## src/rtl/xadc_drp_responder.sv

```systemverilog
// xadc_drp_responder
// DRP slave that mimics the XADC register file. 0x00-0x3F hold conversion
// results and are loaded only through the sample port. 0x40-0x7F are
// configuration registers, read/write over DRP. Each DRP request is answered
// with a single drdy_out strobe a fixed number of cycles after den_in.

module xadc_drp_responder #(
    parameter int unsigned RD_LATENCY = 4,  // den_in (read) to drdy_out, 1..15
    parameter int unsigned WR_LATENCY = 2   // den_in (write) to drdy_out, 1..15
) (
    input  logic        CLK100MHZ,
    input  logic        CPU_RESETN,
    // DRP slave port
    input  logic [6:0]  daddr_in,
    input  logic        den_in,
    input  logic        dwe_in,
    input  logic [15:0] di_in,
    output logic [15:0] do_out,
    output logic        drdy_out,
    output logic        busy_out,
    // conversion-result load port
    input  logic        samp_valid,
    input  logic [5:0]  samp_addr,
    input  logic [15:0] samp_data,
    output logic        eoc_out,
    output logic [5:0]  channel_out,
    // status
    output logic        ovr_err
);

    typedef enum logic [1:0] {
        ST_IDLE = 2'd0,
        ST_WAIT = 2'd1,
        ST_RESP = 2'd2
    } state_e;

    // The counter is loaded with latency-1; a latency of 1 skips WAIT.
    localparam logic [3:0] RD_CNT_INIT = 4'(RD_LATENCY - 1);
    localparam logic [3:0] WR_CNT_INIT = 4'(WR_LATENCY - 1);
    localparam int         MEM_DEPTH   = 128;

    // FSM and transaction context
    state_e      state_q, state_d;
    logic [3:0]  cnt_q, cnt_d;
    logic [6:0]  addr_q, addr_d;
    logic        we_q, we_d;
    logic [15:0] data_q, data_d;      // write data, or read data captured at den_in

    // Outputs held in flops
    logic [15:0] do_q, do_d;
    logic        ovr_q, ovr_d;
    logic        eoc_q, eoc_d;
    logic [5:0]  chan_q, chan_d;

    // Register file
    logic [15:0] mem_q [MEM_DEPTH];
    logic [15:0] mem_d [MEM_DEPTH];

    // Helper terms
    logic        accept;              // request taken in IDLE
    logic        enter_resp;          // first (and only) RESP cycle is next
    logic [3:0]  cnt_init;

    assign accept     = (state_q == ST_IDLE) && den_in;
    assign cnt_init   = dwe_in ? WR_CNT_INIT : RD_CNT_INIT;
    assign enter_resp = (state_d == ST_RESP) && (state_q != ST_RESP);

    // ------------------------------------------------------------------
    // FSM state register
    always_ff @(posedge CLK100MHZ or negedge CPU_RESETN) begin
        if (!CPU_RESETN) begin
            state_q <= ST_IDLE;
        end else begin
            // NOTE: sequential state uses non-blocking assignments so every
            // flop samples pre-edge values regardless of block ordering.
            state_q <= state_d;
        end
    end

    // FSM next-state: IDLE -> WAIT -> RESP -> IDLE, WAIT skipped for latency 1
    always_comb begin
        // NOTE: every variable gets a default first so no path leaves it
        // unassigned, which would infer a latch.
        state_d = state_q;
        unique case (state_q)
            ST_IDLE: begin
                if (den_in) begin
                    state_d = (cnt_init == 4'd0) ? ST_RESP : ST_WAIT;
                end
            end
            ST_WAIT: begin
                if (cnt_q == 4'd1) begin
                    state_d = ST_RESP;
                end
            end
            ST_RESP: begin
                state_d = ST_IDLE;
            end
            default: begin
                state_d = ST_IDLE;
            end
        endcase
    end

    // FSM outputs: strobe in RESP, busy from the cycle after den_in to RESP
    always_comb begin
        drdy_out = (state_q == ST_RESP);
        busy_out = (state_q != ST_IDLE);
    end

    // ------------------------------------------------------------------
    // Transaction context: latch request on accept, count down in WAIT
    always_comb begin
        cnt_d  = cnt_q;
        addr_d = addr_q;
        we_d   = we_q;
        data_d = data_q;
        if (accept) begin
            addr_d = daddr_in;
            we_d   = dwe_in;
            // Read data is taken from the pre-edge array, so a sample load
            // to the same address in this cycle is not seen by this read.
            data_d = dwe_in ? di_in : mem_q[daddr_in];
            cnt_d  = cnt_init;
        end else if (state_q == ST_WAIT) begin
            cnt_d = cnt_q - 4'd1;
        end
    end

    // Read data presented on the RESP cycle; held until the next response
    always_comb begin
        do_d = do_q;
        if (enter_resp) begin
            // Uses *_d so that a latency-1 request, which enters RESP straight
            // from IDLE, sees the request being accepted this cycle.
            do_d = we_d ? 16'h0000 : data_d;
        end
    end

    // Overrun: any request while a transaction is in flight is dropped
    always_comb begin
        ovr_d = ovr_q | (den_in && (state_q != ST_IDLE));
    end

    // Sample port handshake: eoc one cycle after a load, channel of last load
    always_comb begin
        eoc_d  = samp_valid;
        chan_d = samp_valid ? samp_addr : chan_q;
    end

    // Register file update: DRP write commit in RESP, sample loads any time
    always_comb begin
        mem_d = mem_q;
        // Result registers (addr[6]=0) are read-only from DRP; such writes
        // still complete with drdy_out but leave the array untouched.
        if ((state_q == ST_RESP) && we_q && addr_q[6]) begin
            mem_d[addr_q] = data_q;
        end
        // The two writers cover disjoint halves of the array, so they never
        // collide on one entry.
        if (samp_valid) begin
            mem_d[{1'b0, samp_addr}] = samp_data;
        end
    end

    // ------------------------------------------------------------------
    // Datapath and status registers
    always_ff @(posedge CLK100MHZ or negedge CPU_RESETN) begin
        if (!CPU_RESETN) begin
            cnt_q  <= '0;
            addr_q <= '0;
            we_q   <= 1'b0;
            data_q <= '0;
            do_q   <= '0;
            ovr_q  <= 1'b0;
            eoc_q  <= 1'b0;
            chan_q <= '0;
        end else begin
            cnt_q  <= cnt_d;
            addr_q <= addr_d;
            we_q   <= we_d;
            data_q <= data_d;
            do_q   <= do_d;
            ovr_q  <= ovr_d;
            eoc_q  <= eoc_d;
            chan_q <= chan_d;
        end
    end

    // Register file storage
    always_ff @(posedge CLK100MHZ or negedge CPU_RESETN) begin
        if (!CPU_RESETN) begin
            // NOTE: the array is reset because every register, results and
            // config alike, must read back as zero after reset; this forces
            // flops rather than a RAM macro.
            for (int i = 0; i < MEM_DEPTH; i++) begin
                mem_q[i] <= '0;
            end
        end else begin
            mem_q <= mem_d;
        end
    end

    assign do_out      = do_q;
    assign ovr_err     = ovr_q;
    assign eoc_out     = eoc_q;
    assign channel_out = chan_q;

endmodule

```

## config.mk

```make
export PLATFORM = sky130hd
export DESIGN_NAME = xadc_drp_responder
export DESIGN_NICKNAME = d
export VERILOG_FILES = /design/src/rtl/xadc_drp_responder.sv
export SDC_FILE = /design/constraint.sdc
export NUM_CORES = 2
export LEC_CHECK = 0
export CAP_MARGIN = 15
export CORE_MARGIN = 2
export CORE_UTILIZATION = 55
export DETAILED_ROUTE_END_ITERATION = 8
export PLACE_DENSITY = 0.74
export SLEW_MARGIN = 25
export SYNTH_ARGS = -nofsm -noshare
export SYNTH_HDL_FRONTEND = slang
export SYNTH_SLANG_ARGS = --single-unit
```

## constraint.sdc

```tcl
create_clock -name CLK100MHZ -period 3.95 [get_ports CLK100MHZ]
set_clock_uncertainty 0.2 [all_clocks]
set_input_delay 0.5925 -clock CLK100MHZ [delete_from_list [all_inputs] [get_ports CLK100MHZ]]
set_output_delay 0.5925 -clock CLK100MHZ [all_outputs]
set_load 0.01 [all_outputs]
```

======== After elaboration in Yosys (flattened, before gate mapping) ========
Cells that the tools add are included.
storage, ports and cells
  register bits ........................... 2102
  output and inout bits ................... 26
  logic and storage cells ................. 185
cells by class
  add/subtract/negate cells ............... 1
  magnitude comparators ................... 5
  equality and inequality tests ........... 5
  multiplexer cells ....................... 22
  bitwise operators ....................... 4
  reduce and logical (&&, ||, !) cells .... 11
operators by type and width
  operator               count
  $bwmux W2048           2
  $mux W2048             2
  $demux W16 S7          2
  $bmux W16 S7           1
  $mux W16               7
  $ge A8 B8 Y1 const B   3
  $lt A8 B1 Y1 const B   2
  $not A7 Y8             2
  $mux W2                4
  $mux W4                2
  $not A6 Y8             1
  $logic_and A1 B1 Y1    7
  $eq A2 B2 Y1 const B   2
  $eq A4 B1 Y1 const B   1
  $logic_not A4 Y1       1
  $pmux W2 S2            1
  $reduce_bool A2 Y1     2
  $sub A4 B1 Y4 const B  1
  $eq A2 B1 Y1 const B   1
  $logic_not A2 Y1       1
  $ne A2 B2 Y1 const B   1
  $mux W1                1
  $or A1 B1 Y1           1

======== Longest topological paths before layout ========
  word-level depth ........................ 9
  mapped depth ............................ 14
  mapped depth without buffers ............ 7

======== Worst setup path after synthesis ========
Ideal clock, no wire load.
  kind .................................... input -> register
  start point ............................. input daddr_in[0]
  end point ............................... register do_q[15], in the netlist do_out[15]
  library setup time ...................... 121 ps
  data arrival time ....................... 2922 ps
  setup slack ............................. 707 ps
  cell stages on the path ................. 10
  path buffers ............................ 5
  cell sequence ........................... buf_6 > buf_6 > buf_4 > buf_2 > buf_2 > mux4_2 > a21oi_1 > nand3_1 > a2111o_1 > a22o_1
between the ends
  cells in the longest elaborated chain, start to end .. 7
RTL lines
  item                                          RTL line  source
  from (decl)                                   14        input logic [6:0] daddr_in,
  $not A7 Y8 (implied by the code)              123       data_d = dwe_in ? di_in : mem_q[daddr_in];
  $bmux W16 S7                                  123
  $mux W16 (implied by the code) (2 in series)  123
  $mux W16                                      123
  $mux W16                                      118       if (accept) begin
  named net data_d[15]                          47        logic [15:0] data_q, data_d;
  $mux W16                                      136       do_d = we_d ? 16'h0000 : data_d;
  to (signal assigned)                          183       do_q <= do_d;
  to (decl)                                     50        logic [15:0] do_q, do_d;
The timed path passes the listed nets, and every way through them passes these cells. The select of a mux whose other input is x is not followed.
A chain may end at the register's enable or synchronous reset.

======== Worst setup path in the final report ========
  start point ............................. register state_q[0]
  end point ............................... register do_q[0], in the netlist do_out[0]
between the ends
  cells in the longest elaborated chain, start to end .. 4
RTL lines
  item                    RTL line  source
  from (decl)             43        state_e state_q, state_d;
  from (signal assigned)  76        state_q <= state_d;
  $logic_not A2 Y1        64        assign accept = (state_q == ST_IDLE) && den_in;
  $logic_and A1 B1 Y1     64
  $mux W16                118
  named net data_d[0]     47
  $mux W16                136
The timed path passes the listed nets, and every way through them passes these cells.

==> out/metrics.cfg <==
[outcome]
status = finished, final reports clean

[synth]
synth-edff-count = 0
synthFlopType = dfrtp_1
synth_area_per_cell_sq_um = 14.95
netlist_area_sq_um = 95320
synth_area_leaders = dfrtp_1, mux2_2, mux4_2, mux2i_1, clkbuf_1
synth_nets = 6430
synth_top_area_frac = 0.5518
synth_cell_type_count = 60
yosys_warnings = 0
ys_seq_area_frac = 0.5518
yosysTopAreaCell = dfrtp_1
synth-seq-cells = 2102
synthesis.instances = 6378
synthArstFlopShare = 1.000

[clock_tree]
cts_buffers = 212
cts_buffer_depth = 3
cts_tree = done
cts_resized = 0
clk_pin_slew_ps = 60
cts_max_level = 4
clk_latency_ps = 870
clock_sinks = 2102
cts-root-buf = clkbuf_16

[critical_path]
cp-startpoint = state_q[0]
critPathMaxFanout = 9
crit_chain = or3b_2 > or4_1 > buf_4 > o32ai_1 > o41ai_2 > nand4_1 > a22o_1
critical_path_arrival_ps = 3980
worstPathBufferInverterCount = 1
rr_startpoint = state_q[0]
worstPathRequired_ps = 4550
max_stage_delay_ps = 610
cp_top_family = simple AND/OR/NAND/NOR gates
critPathKind = register to register
slowest_stage = or4_1
start_kind = register
crit_path_end_kind = register

[timing]
slew_headroom = 0.1264
period_minus_slack_ps = 3379
tightest_slew_ps = 1277
rsz0062_at_grt = no
slew_violations = 0
finalSetupViolCount = 0
period_share = 0.8554
fmax_ghz = 0.2959
finalHoldViolCount = 0

[pwr]
leakagePower_nw = 51.24
power_mw = 52.19
p_per_area_nw_per_um2 = 486.2
ir_drop_mv = 0.4564

[floorplan]
top_level_ports = 76
initial_core_util = 0.5544
die_h_um = 420.3
die_w_um = 420.3
coreArea_sq_um = 171900
core.rowCount = 152
die_area_sq_um = 176700

[route]
wl_per_cell_um = 28.93
drt_iter0_drc = 5036
vias = 57530
vias_per_cell = 6.414
ant_nets = 0
dr.pass1.iters = 8
wl_um = 259500
drc = 0

[place]
port_buffers = 75
dp_hpwl_um = 166900
gp_congestion = 0.9779

[layout]
seq_area_sq_um = 52620
multi_input_area_sq_um = 40200
final.fill_count = 12619
final_cell_mix = dfrtp_1, mux2_2, mux4_2
syn2layout_area_growth_pct = 12.61
layout_commonest_cell = dfrtp_1
finish.utilization = 0.6243
drive_gt1_frac = 0.4910
finish.net_count = 6535

[grt]
grt_pass1_vias = 60047
overflow = 0
antenna_found_initial = 10
track_usage = 0.2988
grt_max_degree = 135
grt_first_pass_wirelength_um = 393500

[min_path]
min_from = samp_data[3]
hp-class = input pin to register

[run]
drv_cap = 0

## layout make-up
cell class,instances,area share
multi-input cells,3670,0.3746
flip-flops and latches,2102,0.4902
well taps,2310,0.02693
clock buffers,316,0.05820
repair buffers,489,0.04163
inverters,8,0.0002798
diodes,4,0.00009325
clock inverters,71,0.008090
## worst register-to-register path: cells and delay by family (launching register included)
kind                   cells  cell delay (ps)
AND/OR/NAND/NOR            3             1320
AO/OA/AOI/OAI              3             1120
flip-flops                 1              440
buffers and inverters      1              280
## timing repair
action	4_1_cts	5_1_grt
hold endpoints to repair	68	0
buffers inserted	0	0
hold buffers	1	0
## Yosys cell counts (all sizes together) (3+ instances only)
library cell     n
o21a             5
mux2i          268
nor4             4
a221oi          21
a211o            4
o21ai           34
inv              6
and2             4
mux2          2058
a41oi            5
a22oi           25
o22ai          134
nor3b           11
nand3           24
a2111oi         18
nand4           13
a211oi          32
o211ai           5
nand2b          19
mux4           388
a22o            32
nand2          186
nor3            48
a21oi           69
nor2           116
a31oi           11
nand3b           5
buf            165
dfrtp         2102
or2              7
or4             13
o221ai          33
and3            13
or3              3
clkbuf         433
nor2b           31
o22a             4
o31ai            7
## cell families after synthesis
kind of cell | count (synthesis) | share of synthesized area
mux | 2714 | 0.3629
flops | 2102 | 0.5518
buf+inv | 606 | 0.02734
simple gates | 503 | 0.02477
compound gates | 449 | 0.03267
xor+xnor | 2 | 0.0001838
fa+ha+maj | 2 | 0.0002625
## path summary, 6_finish.rpt
path	to	slack, ps	depth (start not counted)
setup / recovery	do_out[0]	570	7
hold / removal	mem_q[2019]	130	2
setup reg to reg	do_out[0]	570	7
min in group asynchronous	async pin	190	2
hold reg to reg	mem_q[1659]	300	1
max in group asynchronous	mem_q[1647]	2000	4
## routing by layer
metal | up-vias | wire length [um] | global-route usage
met5 | - | 57 | 0
met4 | 10 | 13000 | 0.1364
met3 | 574 | 15820 | 0.05192
met2 | 1872 | 124000 | 0.4755
met1 | 31184 | 106600 | 0.4042
li1 | 23890 | - | -
## per-stage QoR
stage | worst slack [ps] | instances | cell area [sq um] | hold WS [ps] | setup TNS (ps)
global route | 512.8 | 8967 | 107300 | 121.5 | 0
global placement | -348.3 | 8578 | 100200 | 279.2 | -823.0
finish | 571.0 | 8970 | 107300 | 130.0 | 0
floorplan | 707.4 | 6378 | 95320 | 96.91 | 0
detailed placement | -282.9 | 8578 | 100200 | 286.7 | -987.8
CTS | 540.4 | 8966 | 107300 | 78.18 | 0
## report_power, final
part	internal, mW	leakage, nW	switching (mW)
registers	23.2	28.6	1.16
logic	2.86	19.2	4.53
clock network	11.8	3.52	8.64
(Power assumes the default switching activity.)
